<file path="src/rtl/systolic_pkg.sv">
// ---------------------------------------------------------------------------
// systolic_pkg
// Shared types and helpers for the output-stationary systolic PE.
//   pe_state_t : accumulator FSM state (IDLE = no partial sum, ACC = live sum)
//   sat_max    : largest representable OP_SIZE-bit value (signed or unsigned)
//   sat_min    : smallest representable OP_SIZE-bit value (signed or unsigned)
//   widths_ok  : accumulator must hold a full product without truncation
// sat_max/sat_min return a 64-bit pattern; callers keep the low OP_SIZE bits.
// ---------------------------------------------------------------------------
package systolic_pkg;

    typedef enum logic {
        IDLE = 1'b0,
        ACC  = 1'b1
    } pe_state_t;

    localparam int SAT_W = 64;

    // All-ones shifted down to the magnitude field: 2^(n-1)-1 signed, 2^n-1 unsigned.
    function automatic logic [SAT_W-1:0] sat_max(input int opSize, input bit isSigned);
        logic [SAT_W-1:0] ones;
        ones = '1;
        if (isSigned)
            return ones >> (SAT_W - opSize + 1);
        else
            return ones >> (SAT_W - opSize);
    endfunction

    // Complement of the signed maximum leaves 100..0 in the low opSize bits.
    function automatic logic [SAT_W-1:0] sat_min(input int opSize, input bit isSigned);
        if (isSigned)
            return ~sat_max(opSize, 1'b1);
        else
            return '0;
    endfunction

    function automatic bit widths_ok(input int ipSize, input int opSize);
        return opSize >= 2 * ipSize;
    endfunction

endpackage

</file>
<file path="src/rtl/pe_mul.sv">
// ---------------------------------------------------------------------------
// pe_mul
// Operand multiplier for the systolic PE. Forms the full 2*IP_SIZE product
// (signed or unsigned), extends it to OP_SIZE and optionally registers it
// together with its valid/last tags.
//   clk, rst        : clock, async active-high reset (used only if MUL_PIPE=1)
//   valid_i, last_i : beat qualifiers entering the multiplier
//   x_i, w_i        : IP_SIZE-bit operands
//   prod_o          : OP_SIZE-bit extended product at the accumulator stage
//   valid_o, last_o : beat qualifiers aligned with prod_o (last_o is valid-gated)
// ---------------------------------------------------------------------------
module pe_mul
    import systolic_pkg::*;
#(
    parameter int IP_SIZE  = 8,
    parameter int OP_SIZE  = 24,
    parameter bit SIGNED   = 1'b1,
    parameter int MUL_PIPE = 1
) (
    input  logic               clk,
    input  logic               rst,
    input  logic               valid_i,
    input  logic               last_i,
    input  logic [IP_SIZE-1:0] x_i,
    input  logic [IP_SIZE-1:0] w_i,
    output logic [OP_SIZE-1:0] prod_o,
    output logic               valid_o,
    output logic               last_o
);

    logic [OP_SIZE-1:0] prodExt;

    // Operands are widened to OP_SIZE before multiplying; since OP_SIZE is at
    // least twice the operand width the low OP_SIZE bits are the exact product,
    // already sign- or zero-extended.
    generate
        if (SIGNED) begin : gSigned
            assign prodExt = OP_SIZE'($signed(x_i)) * OP_SIZE'($signed(w_i));
        end else begin : gUnsigned
            assign prodExt = OP_SIZE'(x_i) * OP_SIZE'(w_i);
        end
    endgenerate

    generate
        if (MUL_PIPE != 0) begin : gPipe
            logic [OP_SIZE-1:0] prod_q;
            logic               valid_q;
            logic               last_q;

            // Product and its tags move as one so the accumulator always sees
            // a coherent beat one cycle after the operands arrive.
            always_ff @(posedge clk or posedge rst) begin
                if (rst) begin
                    prod_q  <= '0;
                    valid_q <= 1'b0;
                    last_q  <= 1'b0;
                end else begin
                    prod_q  <= prodExt;
                    valid_q <= valid_i;
                    last_q  <= last_i & valid_i;
                end
            end

            assign prod_o  = prod_q;
            assign valid_o = valid_q;
            assign last_o  = last_q;
        end else begin : gComb
            assign prod_o  = prodExt;
            assign valid_o = valid_i;
            assign last_o  = last_i & valid_i;
        end
    endgenerate

endmodule

</file>
<file path="src/rtl/systolic_pe_os.sv">
// ---------------------------------------------------------------------------
// systolic_pe_os
// Output-stationary systolic processing element. Forwards operands and tags to
// east/south neighbours with one cycle of latency, accumulates x*w over groups
// framed by in_last and offers each finished dot product through a one-entry
// valid/ready result register. A result arriving while the register is still
// full and not being drained is dropped and flagged on the sticky ovf_err.
//   clk, rst              : clock, async active-high reset
//   in_valid, in_last     : beat qualifiers (in_last only counts with in_valid)
//   acc_clear             : synchronous discard of the partial sum
//   x_new, w_new          : operands from west / north
//   x_old, w_old          : registered operands to east / south
//   valid_old, last_old   : registered beat qualifiers to neighbours
//   acc_valid, acc_ready  : result handshake with the drain network
//   acc_data              : finished dot product
//   ovf_err               : sticky lost-result flag
// Build option: define PE_SAT_EN to clamp every accumulate to the OP_SIZE
// range instead of wrapping.
// ---------------------------------------------------------------------------
module systolic_pe_os
    import systolic_pkg::*;
#(
    parameter int IP_SIZE  = 8,
    parameter int OP_SIZE  = 24,
    parameter bit SIGNED   = 1'b1,
    parameter int MUL_PIPE = 1
) (
    input  logic               clk,
    input  logic               rst,
    input  logic               in_valid,
    input  logic               in_last,
    input  logic               acc_clear,
    input  logic [IP_SIZE-1:0] x_new,
    input  logic [IP_SIZE-1:0] w_new,
    output logic [IP_SIZE-1:0] x_old,
    output logic [IP_SIZE-1:0] w_old,
    output logic               valid_old,
    output logic               last_old,
    output logic               acc_valid,
    input  logic               acc_ready,
    output logic [OP_SIZE-1:0] acc_data,
    output logic               ovf_err
);

    generate
        if (!widths_ok(IP_SIZE, OP_SIZE)) begin : gBadWidth
            $error("systolic_pe_os: OP_SIZE must be at least 2*IP_SIZE");
        end
    endgenerate

`ifdef PE_SAT_EN
    localparam logic [OP_SIZE-1:0] SAT_MAX = OP_SIZE'(sat_max(OP_SIZE, SIGNED));
    localparam logic [OP_SIZE-1:0] SAT_MIN = OP_SIZE'(sat_min(OP_SIZE, SIGNED));
`endif

    // One accumulate step. With saturation the add is done one bit wider so
    // overflow can be seen and replaced by the nearest range limit.
    function automatic logic [OP_SIZE-1:0] addStep(input logic [OP_SIZE-1:0] a,
                                                   input logic [OP_SIZE-1:0] b);
`ifdef PE_SAT_EN
        logic [OP_SIZE:0]   wide;
        logic [OP_SIZE-1:0] res;
        if (SIGNED) begin
            wide = {a[OP_SIZE-1], a} + {b[OP_SIZE-1], b};
            if (wide[OP_SIZE] != wide[OP_SIZE-1])
                res = wide[OP_SIZE] ? SAT_MIN : SAT_MAX;
            else
                res = wide[OP_SIZE-1:0];
        end else begin
            wide = {1'b0, a} + {1'b0, b};
            res  = wide[OP_SIZE] ? SAT_MAX : wide[OP_SIZE-1:0];
        end
        return res;
`else
        return a + b;
`endif
    endfunction

    logic [IP_SIZE-1:0] xOld_q, wOld_q;
    logic               validOld_q, lastOld_q;
    logic [OP_SIZE-1:0] mulProd;
    logic               mulValid, mulLast;
    pe_state_t          state_q, state_d;
    logic [OP_SIZE-1:0] sum_q, sum_d;
    logic [OP_SIZE-1:0] base, total;
    logic               complete;
    logic               accValid_q, accValid_d;
    logic [OP_SIZE-1:0] accData_q, accData_d;
    logic               ovf_q, ovf_d;

    pe_mul #(
        .IP_SIZE (IP_SIZE),
        .OP_SIZE (OP_SIZE),
        .SIGNED  (SIGNED),
        .MUL_PIPE(MUL_PIPE)
    ) uMul (
        .clk    (clk),
        .rst    (rst),
        .valid_i(in_valid),
        .last_i (in_last),
        .x_i    (x_new),
        .w_i    (w_new),
        .prod_o (mulProd),
        .valid_o(mulValid),
        .last_o (mulLast)
    );

    // Neighbour forwarding runs every cycle so the PE never stalls the array.
    always_ff @(posedge clk or posedge rst) begin
        if (rst) begin
            xOld_q     <= '0;
            wOld_q     <= '0;
            validOld_q <= 1'b0;
            lastOld_q  <= 1'b0;
        end else begin
            xOld_q     <= x_new;
            wOld_q     <= w_new;
            validOld_q <= in_valid;
            lastOld_q  <= in_last & in_valid;
        end
    end

    // Accumulator FSM. A clear zeroes the running base, so a beat arriving
    // alongside it starts a fresh group; a last beat hands the total to the
    // result path and returns to IDLE with an empty sum.
    always_comb begin
        state_d  = state_q;
        sum_d    = sum_q;
        base     = '0;
        total    = '0;
        complete = 1'b0;
        if (state_q == ACC && !acc_clear)
            base = sum_q;
        if (acc_clear) begin
            state_d = IDLE;
            sum_d   = '0;
        end
        if (mulValid) begin
            total = addStep(base, mulProd);
            if (mulLast) begin
                complete = 1'b1;
                state_d  = IDLE;
                sum_d    = '0;
            end else begin
                state_d = ACC;
                sum_d   = total;
            end
        end
    end

    // Result holding register. A handshake frees the slot in the same cycle a
    // new result may land; with no room the new result is dropped and flagged.
    always_comb begin
        accValid_d = accValid_q;
        accData_d  = accData_q;
        ovf_d      = ovf_q;
        if (accValid_q && acc_ready)
            accValid_d = 1'b0;
        if (complete) begin
            if (!accValid_q || acc_ready) begin
                accData_d  = total;
                accValid_d = 1'b1;
            end else begin
                ovf_d = 1'b1;
            end
        end
    end

    // State for the accumulator and result path; reset abandons any group.
    always_ff @(posedge clk or posedge rst) begin
        if (rst) begin
            state_q    <= IDLE;
            sum_q      <= '0;
            accValid_q <= 1'b0;
            accData_q  <= '0;
            ovf_q      <= 1'b0;
        end else begin
            state_q    <= state_d;
            sum_q      <= sum_d;
            accValid_q <= accValid_d;
            accData_q  <= accData_d;
            ovf_q      <= ovf_d;
        end
    end

    assign x_old     = xOld_q;
    assign w_old     = wOld_q;
    assign valid_old = validOld_q;
    assign last_old  = lastOld_q;
    assign acc_valid = accValid_q;
    assign acc_data  = accData_q;
    assign ovf_err   = ovf_q;

endmodule

</file>
<file path="config.mk">
export PLATFORM = sky130hd
export DESIGN_NAME = systolic_pe_os
export DESIGN_NICKNAME = d
export VERILOG_FILES = /design/src/rtl/systolic_pkg.sv /design/src/rtl/pe_mul.sv /design/src/rtl/systolic_pe_os.sv
export SDC_FILE = /design/constraint.sdc
export NUM_CORES = 1
export LEC_CHECK = 0
export CAP_MARGIN = 20
export CORE_UTILIZATION = 64
export CTS_CLUSTER_SIZE = 20
export DETAILED_ROUTE_END_ITERATION = 10
export GPL_TIMING_DRIVEN = 0
export PLACE_DENSITY = 0.88
export SETUP_SLACK_MARGIN = 0.15
export SYNTH_ARGS = -nofsm -noshare
export SYNTH_HDL_FRONTEND = slang
export SYNTH_HIERARCHICAL = 1
export SYNTH_SLANG_ARGS = --single-unit
</file>
<file path="constraint.sdc">
create_clock -name clk -period 5.68 [get_ports clk]
set_input_delay 1.136 -clock clk [delete_from_list [all_inputs] [get_ports clk]]
set_output_delay 1.136 -clock clk [all_outputs]
set_load 0.02 [all_outputs]
</file>
==> out/metrics.yaml, run 1 <==
hold_viol: 0
grt_pass1_wl_um: 28100
cts_inserted_buffers: 9
ys_warn_count: 6
powerDensity_nw_per_um2: 443
worstMarginPinSlew_ns: 0.883
synthTopCellsByArea: "dfrtp_1 (31%), fa_1 (16%), ha_1 (9.2%), and2_1 (6.9%), inv_1 (4.9%)"
setup_viol: 0
pin_count: 66
grt_max_degree: 70
cp-start-kind: "input pin"
final_core_utilization: 0.751
max_freq_mhz: 188
start_util: 0.654
endpoint_kind: "register"
outcome: "completed"
worstSetupPathType: "in -> reg"
antenna_found_initial: 0
grt_pass1_vias: 5947
rows: 38
cts-htree-levels: 3
portBuffers: 65
wl_per_cell_um: 17.4
fin_skew_ns: 0.0181
clockBufferDepth: 2
finalCriticalPeriod_ns: 5.32
worstPathCellList: "clkdlybuf4s50_1 -> and2_1 -> fa_1 -> inv_1 -> fa_1 -> inv_1 -> fa_1 -> inv_1 -> fa_1 -> inv_1 -> ha_1 -> and2_1 -> nand4_1 -> a21oi_2 -> nor4_2 -> a2bb2oi_1"
vias: 5603
ys_ff_latch: 87
drt_iter0_markers: 306
synth_edf_count: 0
synthToLayoutAreaGrowth_pct: 14.8
place_area_um2: 7920
fin_area_um2: 8140
gr-total-overflow: 0
worstPathArrival_ns: 5.62
placed_cells: 948
netlist_top_cells_count: "inv_1 (92), dfrtp_1 (87), and2_1 (78), nand2_1 (72), fa_1 (56)"
synth_fp_nets: 873
yosys.area.top_type: "dfrtp_1"
drtPass1Iterations: 5
synth.top_cell.area_share: 0.307
worstPathRequired_ns: 5.98
n_antenna_cell: 0
hold_class: "reg -> reg"
finalNetCount: 949
final_antenna_net_count: 0
clock_latency_ns: 0.40
place.gp.congestion: 0.932
postSynthCellCount: 743
numClockSinks: 87
instances_no_fill: 964
cts_tree: "built"
wl_um: 16800
worstPathMaxFanout: 9
cts_setup_buffers: 0
cts_root_buffer: "clkbuf_8"
rsz0062_at_grt: "no"
relSlewSlack: 0.396
syn-cell-area_um2: 7090
drc: 0
maxCapViolations: 0
path_clk_slew_ns: 0.09
syn_avg_cell_area_um2: 9.54
yosysUniqueCellTypes: 65
die_x_um: 107
dp_hpwl_um: 12900
leakagePower_nw: 3.88
grt.total_usage: 0.321
synthFlopType: "dfrtp_1"
rrSetupSlack_ns: 1.99
core_um2: 10800
ir_drop_uv: 216
synth-seq-area-share: 0.307
maxSlewViolCount: 0
power_mw: 3.61
dieHeight_um: 107
synth_most_common_cell: "inv_1"
cpMaxStageDelayCell: "clkdlybuf4s50_1"
vias_per_cell: 5.81
timing.hold.ws_ns: 0.483
synthArstFlopShare: 1.00
cpPeakStageDelay_ns: 0.58
die_area_um2: 11500
finalCritPeriodShare: 0.937
layout-drive-gt1-share: 0.0607
-- path summary, 6_finish.rpt --
check,start,end,cells past startpoint
hold reg to reg,acc_data[0]$_DFFE_PP0P_,acc_data[0]$_DFFE_PP0P_,2
setup / recovery,w_new[3],uMul/prod_o[15]$_DFF_PP0_,16
min in group asynchronous,rst,uMul/prod_o[2]$_DFF_PP0_,2
max in group asynchronous,rst,acc_data[23]$_DFFE_PP0P_,2
setup reg to reg,state_q$_DFFE_PP0P_,acc_data[21]$_DFFE_PP0P_,11
hold / removal,acc_data[0]$_DFFE_PP0P_,acc_data[0]$_DFFE_PP0P_,2
-- state kept, by name, indices dropped and copies added (netlist names) --
| register | count |
|---|---|
| uMul/prod_o | 16 |
| acc_valid | 1 |
| valid_old | 1 |
| acc_data | 24 |
| x_old | 8 |
| w_old | 8 |
| uMul/valid_o | 1 |
| sum_q | 24 |
| state_q | 1 |
| last_old | 1 |
| uMul/last_o | 1 |
| ovf_err | 1 |
-- power by group --
part	total (mW)	internal [mW]	leakage, nW	switching, mW
clock	0.472	0.221	0.105	0.250
combinational	2.19	0.959	2.72	1.23
sequential	0.942	0.830	1.06	0.112
-- layout by cell type, fill, tap and decap left out, types with 3 or more instances in the layout --
cell type	instances
dlymetal6s2s_1	3
o2111ai_1	3
mux2i_1	5
xor2_1	9
clkbuf_8	10
a211o_1	5
nand3_1	18
o21ai_0	26
clkdlybuf4s50_1	62
fa_1	56
a22oi_1	5
nor2_1	23
a211oi_1	3
dfrtp_1	87
ha_1	52
o21a_1	3
nand4_1	10
or3_1	9
a21o_1	6
a22o_1	12
nor3_1	10
a32o_1	3
o211ai_1	5
a21oi_1	35
nand2b_1	4
nor2b_1	12
o21ai_1	4
inv_1	91
and2_1	78
buf_4	8
xnor2_1	19
a31o_2	3
nand2_1	72
clkbuf_1	16
buf_2	4
mux2_2	5
-- per-stage QoR --
step	setup TNS (ns)	setup slack, ns
6_report	0	0.359
5_1_grt	0	0.167
4_1_cts	0	0.346
3_5_place_dp	-0.0573	-0.0573
3_3_place_gp	0	0.109
2_1_floorplan	0	0.897
-- final cells by class --
type | instances | area [um^2]
clock inverter | 6 | 75.1
multi-input combinational | 534 | 4410
timing repair buffer | 65 | 658
buffer | 30 | 155
sequential | 87 | 2180
inverter | 92 | 348
fill | 752 | 2700
clock buffer | 10 | 138
tap | 140 | 175
-- layer usage --
metal  global-route usage  part of all wire  vias to the layer above  wire length, um
met5                    0                 0                        -                0
met4                0.155             0.033                        0              558
met3               0.0436             0.048                       40              801
met2                0.559              0.50                      195             8430
met1                0.394              0.42                     2735             6980
li1                     -                 -                     2633                -
-- critical path: cells and delay by family --
family                   cells  cell delay (ns)
AND/OR/NAND/NOR              4             0.83
AO/OA/AOI/OAI                2             0.27
adder cells (fa/ha/maj)      5             2.50
buffers and inverters        5             0.87
-- cell families (layout without fill, tap and decap cells) --
family,count (synthesis),in the layout,synth area share
muxes,11,11,0.0166
adders and majority gates,108,108,0.250
buffers and inverters,122,203,0.0706
DFF,87,87,0.307
xor gates and xnor gates,28,28,0.0346
and+or+nand+nor,249,249,0.187
AOI/OAI and AO/OA,138,138,0.134
-- what timing repair did --
| action | 4_1_cts | 5_1_grt |
|---|---|---|
| endpoints found under the setup margin | 0 | 1 |
| hold buffers | 0 | 0 |
| resized for setup | 0 | 3 |
(Power assumes the default switching activity.)
==> inputs of run 2 (changes only) <==
Settings changed: CTS_CLUSTER_DIAMETER set to 50, GPL_TIMING_DRIVEN 0 to not set.
==> out/metrics.yaml, run 2 (synthesis results as in run 1) <==
setup_viol: 0  # unchanged
worstMarginPinSlew_ns: 0.739  # was 0.883 ns
worstPathArrival_ns: 5.56  # was 5.62 ns
fin_area_um2: 8080  # was 8140 um^2
worstPathCellList: "clkdlybuf4s50_1 -> and2_1 -> fa_1 -> inv_1 -> fa_1 -> inv_1 -> fa_1 -> inv_1 -> fa_1 -> inv_1 -> ha_1 -> a21o_1 -> a21oi_2 -> a21oi_2 -> nor4_2 -> a2bb2oi_1"  # was clkdlybuf4s50_1 -> and2_1 -> fa_1 -> inv_1 -> fa_1 -> inv_1 -> fa_1 -> inv_1 -> fa_1 -> inv_1 -> ha_1 -> and2_1 -> nand4_1 -> a21oi_2 -> nor4_2 -> a2bb2oi_1
grt_max_degree: 48  # was 70
cts_root_buffer: "clkbuf_8"  # unchanged
power_mw: 3.50  # was 3.61 mW
outcome: "completed"  # unchanged
die_area_um2: 11500  # unchanged
layout_commonest_cell: "inv_1"  # unchanged
drt_iter0_markers: 312  # was 306
powerDensity_nw_per_um2: 433  # was 443 nW/um^2
mostFrequentLayoutCells: "inv_1 (91), dfrtp_1 (87), and2_1 (78)"  # unchanged
cpPeakStageDelay_ns: 0.56  # was 0.58 ns
vias: 5489  # was 5603
finalCritPeriodShare: 0.924  # was 0.937
max_freq_mhz: 191  # was 188 MHz
instances_no_fill: 947  # was 964
wl_per_cell_um: 16.4  # was 17.4 um
finalCriticalPeriod_ns: 5.25  # was 5.32 ns
portBuffers: 65  # unchanged
p_seq_frac: 0.271  # was 0.261
hold_class: "reg -> reg"  # unchanged
n_antenna_cell: 0  # unchanged
antenna_found_initial: 0  # unchanged
power_frac_comb: 0.602  # was 0.608
leakagePower_nw: 3.85  # was 3.88 nW
placed_cells: 931  # was 948
place.gp.congestion: 0.909  # was 0.932
cts-htree-levels: 3  # unchanged
setup_tns_ns: 0  # unchanged
fin_skew_ns: 0.00973  # was 0.0181 ns
p_int_mw: 1.97  # was 2.01 mW
numClockSinks: 87  # unchanged
dp_hpwl_um: 11900  # was 12900 um
drc: 0  # unchanged
cts_tree: "built"  # unchanged
crit_family: "adder cells"  # unchanged
gr-total-overflow: 0  # unchanged
worst_slack_ns: 0.433  # was 0.359 ns
wl_um: 15600  # was 16800 um
place_area_um2: 7860  # was 7920 um^2
rsz0062_at_grt: "no"  # unchanged
dieHeight_um: 107  # unchanged
worstSetupPathType: "in -> reg"  # unchanged
cts_hold_buffers: 0  # unchanged
p_sw_frac: 0.436  # was 0.443
endpoint_kind: "register"  # unchanged
final_core_utilization: 0.745  # was 0.751
start_util: 0.654  # unchanged
critPathBufInv: 5  # unchanged
grt_pass1_vias: 5587  # was 5947
ir_drop_uv: 244  # was 216 uV
cpMaxStageDelayCell: "clkdlybuf4s50_1"  # unchanged
cp-start-kind: "input pin"  # unchanged
power_switching_mw: 1.52  # was 1.60 mW
vias_per_cell: 5.80  # was 5.81
maxCapViolations: 0  # unchanged
cts_inserted_buffers: 9  # unchanged
nFillCells: 805  # was 752
final_antenna_net_count: 0  # unchanged
worstPathRequired_ns: 5.99  # was 5.98 ns
hold_viol: 0  # unchanged
synthToLayoutAreaGrowth_pct: 13.9  # was 14.8%
dp_slack_ns: 0.00505  # was -0.0573 ns
rows: 38  # unchanged
finalNetCount: 933  # was 949
pin_count: 66  # unchanged
worstPathMaxFanout: 9  # unchanged
layout-drive-gt1-share: 0.0607  # about the same
drtPass1Iterations: 5  # unchanged
timing.hold.ws_ns: 0.483  # about the same
grt.total_usage: 0.295  # was 0.321
relSlewSlack: 0.507  # was 0.396
clockBufferDepth: 2  # unchanged
maxSlewViolCount: 0  # unchanged
die_x_um: 107  # unchanged
core_um2: 10800  # unchanged
clock_latency_ns: 0.38  # was 0.40 ns
clkPwrFrac: 0.127  # was 0.131
path_clk_slew_ns: 0.08  # was 0.09 ns
grt_pass1_wl_um: 26100  # was 28100 um
==> run 2: routing by layer <==
metal  wire length [um]  GRT usage
met5                  0          0
met4                405      0.128
met3                825     0.0454
met2               7800      0.512
met1               6530      0.365
==> run 2: cell type report <==
type | instances | area [um^2] | area share
multi-input cells | 534 | 4410 | 0.546
clock inverters | 3 | 42.5 | 0.00526
inverters | 92 | 345 | 0.0427
clock buffers | 12 | 155 | 0.0192
well taps | 140 | 175 | 0.0217
repair buffers | 79 | 771 | 0.0954
flip-flops and latches | 87 | 2180 | 0.269
==> run 2: worst paths after layout <==
kind,from,to,slack (ns),cells past startpoint
min in group asynchronous,rst,sum_q[13]$_DFFE_PP0P_,1.14,2
setup reg to reg,state_q$_DFFE_PP0P_,sum_q[18]$_DFFE_PP0P_,2.44,11
hold reg to reg,ovf_err$_DFFE_PP0P_,ovf_err$_DFFE_PP0P_,0.48,1
setup / recovery,x_new[4],uMul/prod_o[15]$_DFF_PP0_,0.43,16
max in group asynchronous,rst,sum_q[14]$_DFFE_PP0P_,3.66,4
hold / removal,ovf_err$_DFFE_PP0P_,ovf_err$_DFFE_PP0P_,0.48,1
==> run 2: timing repair <==
action	CTS	global route
resized for setup	0	1
setup buffers	0	0
hold endpoints to repair	0	0
setup endpoints to repair	0	1
==> run 2: power by group through the flow <==
| stage | clock (mW) | combinational (mW) | sequential (mW) |
|---|---|---|---|
| 3_5_place_dp | 0 | 2.09 | 0.956 |
| 3_3_place_gp | 0 | 1.98 | 0.947 |
| 2_1_floorplan | 0 | 1.49 | 1.03 |
| 6_report | 0.444 | 2.11 | 0.947 |
| 5_1_grt | 0.481 | 2.35 | 0.967 |
| 4_1_cts | 0.453 | 2.10 | 0.946 |
